==> config.mk <==
export PLATFORM = sky130hd
export DESIGN_NAME = mem_stage
export DESIGN_NICKNAME = d
export VERILOG_FILES = /design/src/rtl/mem_stage.sv
export SDC_FILE = /design/constraint.sdc
export NUM_CORES = 1
export LEC_CHECK = 0
export ABC_AREA = 1
export BUFFER_PORTS_ARGS = -buffer_cell sky130_fd_sc_hd__buf_2
export CORE_ASPECT_RATIO = 2
export CORE_MARGIN = 1.5
export CORE_UTILIZATION = 47
export DETAILED_ROUTE_END_ITERATION = 10
export GPL_ROUTABILITY_DRIVEN = 0
export GPL_TIMING_DRIVEN = 0
export PLACE_DENSITY = 0.79
export RECOVER_POWER = 100
export SETUP_SLACK_MARGIN = 0.02
export SYNTH_ARGS = -nofsm -noshare
export SYNTH_HDL_FRONTEND = slang
export SYNTH_SLANG_ARGS = --single-unit
==> constraint.sdc <==
create_clock -name clk -period 7.95 [get_ports clk]
set_input_delay 1.59 -clock clk [delete_from_list [all_inputs] [get_ports clk]]
set_output_delay 1.59 -clock clk [all_outputs]
set_load 0.01 [all_outputs]
==> src/rtl/mem_stage.sv <==
// mem_stage: MEM pipeline stage driving a single-outstanding data-memory handshake with timeout abort.
module mem_stage #(
  parameter int TIMEOUT = 15
) (
  input  logic        clk,
  input  logic        rst,
  input  logic        in_valid,
  input  logic [31:0] alu_res_in,
  input  logic [31:0] write_data_in,
  input  logic [5:0]  dst_reg_in,
  input  logic [2:0]  wb_ctrl_in,
  input  logic [1:0]  mem_ctrl_in,
  input  logic [31:0] pc_plus_imm_in,
  output logic        dmem_req,
  output logic        dmem_we,
  output logic [31:0] dmem_addr,
  output logic [31:0] dmem_wdata,
  input  logic        dmem_ack,
  input  logic [31:0] dmem_rdata,
  output logic        stall,
  output logic        wb_valid,
  output logic [31:0] wb_alu_res,
  output logic [31:0] wb_mem_data,
  output logic [5:0]  wb_dst_reg,
  output logic [2:0]  wb_ctrl,
  output logic [31:0] wb_pc_plus_imm,
  output logic        mem_err
);
  localparam int CW = TIMEOUT > 1 ? $clog2(TIMEOUT) : 1;
  typedef enum logic {IDLE, ACCESS} state_t;
  state_t state, state_n;
  logic [CW-1:0] cnt;
  logic [31:0] addr_q, wdata_q, pc_q;
  logic [5:0]  dst_q;
  logic [2:0]  ctrl_q;
  logic        we_q;
  logic        idle, pass, bad, start, ack_done, tmo;
  always_comb begin
    idle     = state == IDLE;
    pass     = idle && in_valid && mem_ctrl_in == 2'b00;
    bad      = idle && in_valid && mem_ctrl_in != 2'b00 && (mem_ctrl_in == 2'b11 || alu_res_in[1:0] != 2'b00);
    start    = idle && in_valid && mem_ctrl_in != 2'b00 && !bad;
    ack_done = !idle && dmem_ack;
    tmo      = !idle && !dmem_ack && cnt == CW'(TIMEOUT - 1);
    state_n  = start ? ACCESS : (ack_done || tmo) ? IDLE : state;
  end
  always_ff @(posedge clk or posedge rst)
    if (rst) state <= IDLE;
    else state <= state_n;
  assign stall      = state == ACCESS;
  assign dmem_req   = stall;
  assign dmem_we    = stall & we_q;
  assign dmem_addr  = stall ? addr_q : '0;
  assign dmem_wdata = stall ? wdata_q : '0;
  always_ff @(posedge clk or posedge rst) begin
    if (rst) begin
      cnt            <= '0;
      addr_q         <= '0;
      wdata_q        <= '0;
      pc_q           <= '0;
      dst_q          <= '0;
      ctrl_q         <= '0;
      we_q           <= 1'b0;
      wb_valid       <= 1'b0;
      wb_alu_res     <= '0;
      wb_mem_data    <= '0;
      wb_dst_reg     <= '0;
      wb_ctrl        <= '0;
      wb_pc_plus_imm <= '0;
      mem_err        <= 1'b0;
    end else begin
      cnt      <= start ? '0 : stall ? cnt + CW'(1) : cnt;
      wb_valid <= pass | bad | ack_done | tmo;
      mem_err  <= bad | tmo;
      if (start) begin
        addr_q  <= alu_res_in;
        wdata_q <= write_data_in;
        pc_q    <= pc_plus_imm_in;
        dst_q   <= dst_reg_in;
        ctrl_q  <= wb_ctrl_in;
        we_q    <= mem_ctrl_in[1];
      end
      if (pass | bad) begin
        wb_alu_res     <= alu_res_in;
        wb_mem_data    <= '0;
        wb_dst_reg     <= dst_reg_in;
        wb_ctrl        <= pass ? wb_ctrl_in : 3'b000;
        wb_pc_plus_imm <= pc_plus_imm_in;
      end else if (ack_done | tmo) begin
        wb_alu_res     <= addr_q;
        wb_mem_data    <= (ack_done && !we_q) ? dmem_rdata : '0;
        wb_dst_reg     <= dst_q;
        wb_ctrl        <= ack_done ? ctrl_q : 3'b000;
        wb_pc_plus_imm <= pc_q;
      end
    end
  end
endmodule

### Yosys cells after proc, flatten, opt, wreduce, memory -nomap -nowiden

Cells that the tools add are included.

| storage, ports and cells | value |
|---|---|
| register bits after elaboration | 218 |
| output and inout port bits | 174 |
| logic and storage cells | 64 |

| operators by class | value |
|---|---|
| $add $sub $neg | 1 |
| equal/unequal tests | 2 |
| muxes and demuxes | 19 |
| bitwise gates (word level) | 7 |
| reductions and logical operators | 20 |

Operator list:

| kind | number |
|---|---|
| 2-to-1 mux 32 bit | 9 |
| 2-to-1 mux 3 bit | 4 |
| 2-to-1 mux 6 bit | 2 |
| nonzero test 2 bit | 5 |
| logical AND 1 bit | 9 |
| 2-to-1 mux 4 bit | 2 |
| OR 1 bit | 5 |
| adder 4 x 1 -> 4 bit, second input constant | 1 |
| equality test 4 bit, second input constant | 1 |
| logical NOT 1 bit | 3 |
| equality test 2 bit, second input constant | 1 |
| logical NOT 2 bit | 1 |
| logical OR 1 bit | 2 |
| 2-to-1 mux 1 bit | 2 |
| bitwise AND 1 bit | 1 |
| NOT 1 bit | 1 |

### Logic depth before layout (Yosys ltp)

| depth | value |
|---|---|
| depth in word-level cells | 7 |
| mapped depth | 11 |

### Worst setup path after synthesis

No wires, ideal clock.

| timing path | value |
|---|---|
| kind | flip-flop to output port |
| from | register state (netlist: dmem_req) |
| to | output dmem_wdata[13] |
| arrival | 1281 ps |
| data required time | 6360 ps |
| setup slack | 5079 ps |
| cell stages (with the launch flop) | 6 |
| path buffers | 3 |
| cell sequence | dfrtp_1 -> buf_4 -> clkbuf_1 -> buf_1 -> nand2_1 -> inv_1 |

| on the way | value |
|---|---|
| longest elaborated chain between the ends | 1 |

RTL lines:

| what | line | RTL |
|---|---|---|
| from (decl) | 31 | `state_t state, state_n;` |
| from (signal assigned) | 49 | `else state <= state_n;` |
| 2-to-1 mux 32 bit | 54 | `assign dmem_wdata = stall ? wdata_q : '0;` |
| to (decl) | 17 | `output logic [31:0] dmem_wdata,` |

No other way between the ends.

### Worst setup path in the final report

| timing path | value |
|---|---|
| from | register state (netlist: dmem_req) |
| to | output dmem_addr[27] |

| on the way | value |
|---|---|
| longest elaborated chain between the ends | 1 |

RTL lines:

| what | line | RTL |
|---|---|---|
| 2-to-1 mux 32 bit | 53 | `assign dmem_addr = stall ? addr_q : '0;` |
| to (decl) | 16 | `output logic [31:0] dmem_addr,` |

No other way between the ends.

==> out/summary.txt <==
Initial DRC count: 515
Synthesized instance count: 1310
Clock share of power: 20.2%
Top_reg_cell synth: dfrtp_1
CTS HTree Levels: 1
DRT antenna net count: 0
Detailed Routing Iterations Pass 1: 7
Nets: 1793
Global-route wire length before repair: 46.6 mm
Top post-synthesis cells by area: dfrtp_1 54%, nand2_1 21%, inv_1 8.0%, nand3_1 7.2%, o21ai_0 3.3%
Crit-path most repeated cell: clkbuf_1
Pre-CTS WS: 4.29 ns
CTS tree: built
Congestion Overflow GR: 0
Ant diodes: 0
HP Start: wb_mem_data[31]$_DFFE_PP0P_
Via/cell ratio: 4.90
Pwr/cell area: 365 nW/µm²
Switching fraction of total power: 40.5%
Worst Clk Skew: 0.0158 ns
Mean post-synth cell area: 7.69 µm²
I/O Buffers: 316
Post-synth top cells: 556 x nand2_1, 218 x dfrtp_1, 215 x inv_1
Hold Crit Endpoint: wb_mem_data[31]$_DFFE_PP0P_
Initial antenna violation count: 1
Crit-path cells: clkbuf_1 > clkbuf_1 > clkbuf_1 > nand2_1 > inv_1 > clkbuf_1
Number of global-route vias before repair: 9409
Max incr delay on CP: 0.56 ns
Net Sw Power: 1.82 mW
Netlist cell types: 25
Worst r2r src: dmem_req$_DFFE_PP0P_
Worst-case reg-to-reg path depth: 10
Status: finished, violations left
Total GRT Usage: 26.3%
RSZ-0062 raised after global routing: no
Worst IR Drop VDD: 0.000207 V
Max Cap Viol: 1
Sequential fraction of the synthesis area: 54.1%
Comb power frac: 37.7%
Number of setup buffers added after CTS: 0
Slowest CP cell: clkbuf_1
Critical path type: flip-flop to primary output
Sink Count: 218
Area growth syn-to-layout: 22.0%
Largest net degree at the start of global routing: 127
IO Pins: 317
Final WL: 29.4 mm
Reg-to-Reg End: wb_pc_plus_imm[4]$_DFFE_PP0P_
Yosys top cell by area: dfrtp_1
Post-synth top area share: 54.1%
Die height: 210 µm
Critical path capture point type: primary output
Worst-case hold slack: 0.471 ns
Starting Density: 47.9%
DRC violations left: 0
Max-slew headroom: -178%
Crit path max fanout: 10
Worst Path Required: 6.36 ns
Final slew viol count: 93
Final period utilization: 54.5%
Multi-input gate area: 3340 µm²
Area of the core: 21000 µm²
Fillcell total: 2059
Reg2reg setup slack: 4.88 ns
Top-count cell post-synth: nand2_1
Chip Width: 107 µm
Proportion of layout cells with a drive suffix above 1: 12.5%
Syn. warnings: 0
Minimum clock period: 4.33 ns
Clock buffer depth: 3
CTS Hold Bufs: 0
Final hold vios: 0
Worst-Margin Slew: 4.15 ns
Die Footprint: 22400 µm²
Failing checks: max-capacitance violations, max-slew violations
PnR worst setup slack: 3.62 ns
Detailed Place HPWL: 21.6 mm
# setup viols final: 0
Clock root buffer: clkbuf_16
Internal power: 2.67 mW
Leakage: 7.23 nW
Worst Hold Class: flip-flop to flip-flop
Post-synth EDFFs: 0
Number of buffers created by CTS: 19
Pwr Total: 4.48 mW
FFs w/ async S/R, synth: 100%
Row cnt: 75
Seq cells post-synth: 218
WP data arrival: 2.74 ns
Syn nets: 1455
Clk pin slew, worst setup/hold paths: 0.07 ns
FF+latch area: 5460 µm²
FMAX: 231 MHz
Drt wl/cell: 15.3 µm
Synthesized area: 10100 µm²
# resized after CTS: 0
Hold path depth: 2
Startpoint types: flip-flop
Routed vias: 9443
Clk_lat worst skew: 0.50 ns
Reg power frac: 42.1%
cell families (layout without fill, tap and decap cells):
| family | after synthesis | in the layout | share of synthesized area, % |
|---|---|---|---|
| AO/OA/AOI/OAI | 81 | 81 | 4.18 |
| adder cells (fa/ha/maj) | 2 | 2 | 0.248 |
| buffers and inverters | 293 | 642 | 12.5 |
| AND/OR/NAND/NOR | 715 | 715 | 28.9 |
| flip-flops | 218 | 218 | 54.1 |
| XOR/XNOR | 1 | 1 | 0.0869 |
through the flow:
step | instance area (µm²) | setup TNS (ns) | instances | util, %
floorplan | 10100 | 0 | 1310 | -
global placement | 12000 | -434.13 | 1895 | 57.1
detailed placement | 12000 | 0 | 1896 | 57.2
CTS | 12600 | 0 | 1928 | 60.0
global route | 12300 | 0 | 1928 | 58.5
finish | 12300 | 0 | 1928 | 58.5
critical path: cells and delay by family (launching register included):
kind / cells / cell delay, ns
buffers and inverters: 5 / 1.71
DFF: 1 / 0.41
and+or+nand+nor: 1 / 0.11
layout make-up:
class | instances | share of cell area (%)
well taps | 269 | 2.74
clock buffers | 27 | 4.28
inverters | 219 | 6.72
plain buffers | 74 | 2.91
repair buffers | 317 | 11.4
multi-input cells | 799 | 27.2
flip-flops and latches | 218 | 44.4
clock inverters | 5 | 0.448
worst max-delay path by stage:
stage / end / from / cells past startpoint / slack, ns
2_1_floorplan: addr_q[0]$_DFFE_PP0P_ / rst / 1 / 0.40
3_3_place_gp: wb_mem_data[18]$_DFFE_PP0P_ / rst / 2 / -2.02
3_5_place_dp: dmem_addr[28] / dmem_req$_DFFE_PP0P_ / 6 / 4.29
4_1_cts: dmem_addr[28] / dmem_req$_DFFE_PP0P_ / 6 / 3.74
5_1_grt: wb_mem_data[18]$_DFFE_PP0P_ / rst / 2 / 3.02
6_report: dmem_addr[27] / dmem_req$_DFFE_PP0P_ / 6 / 3.62
cells in the final DEF (no fill, tap or decap), types with 3 or more instances in the layout:
cell type	n
buf_1	3
buf_2	164
buf_6	7
clkbuf_1	221
clkbuf_16	19
dfrtp_1	218
inv_1	216
nand2_1	558
nand3_1	145
nor2_1	7
o21ai_0	77
per-layer routing:
layer  up-vias  GRT usage (%)  routed length, µm
met1      4432           29.2              10700
met4         2           13.7               1360
met3        78           3.65               1650
li1       4587              -                  -
met5         -              0                 10
met2       344           48.2              15700
power groups by stage:
stage,sequential (mW),combinational (mW),clock (mW)
final,1.88,1.69,0.906
after global routing,1.94,1.92,0.965
after CTS,1.87,1.84,0.929
after detailed placement,1.88,1.82,0
after global placement,1.87,1.77,0
after floorplan,1.95,1.03,0
Note: power is estimated with default switching activity, not from simulation.
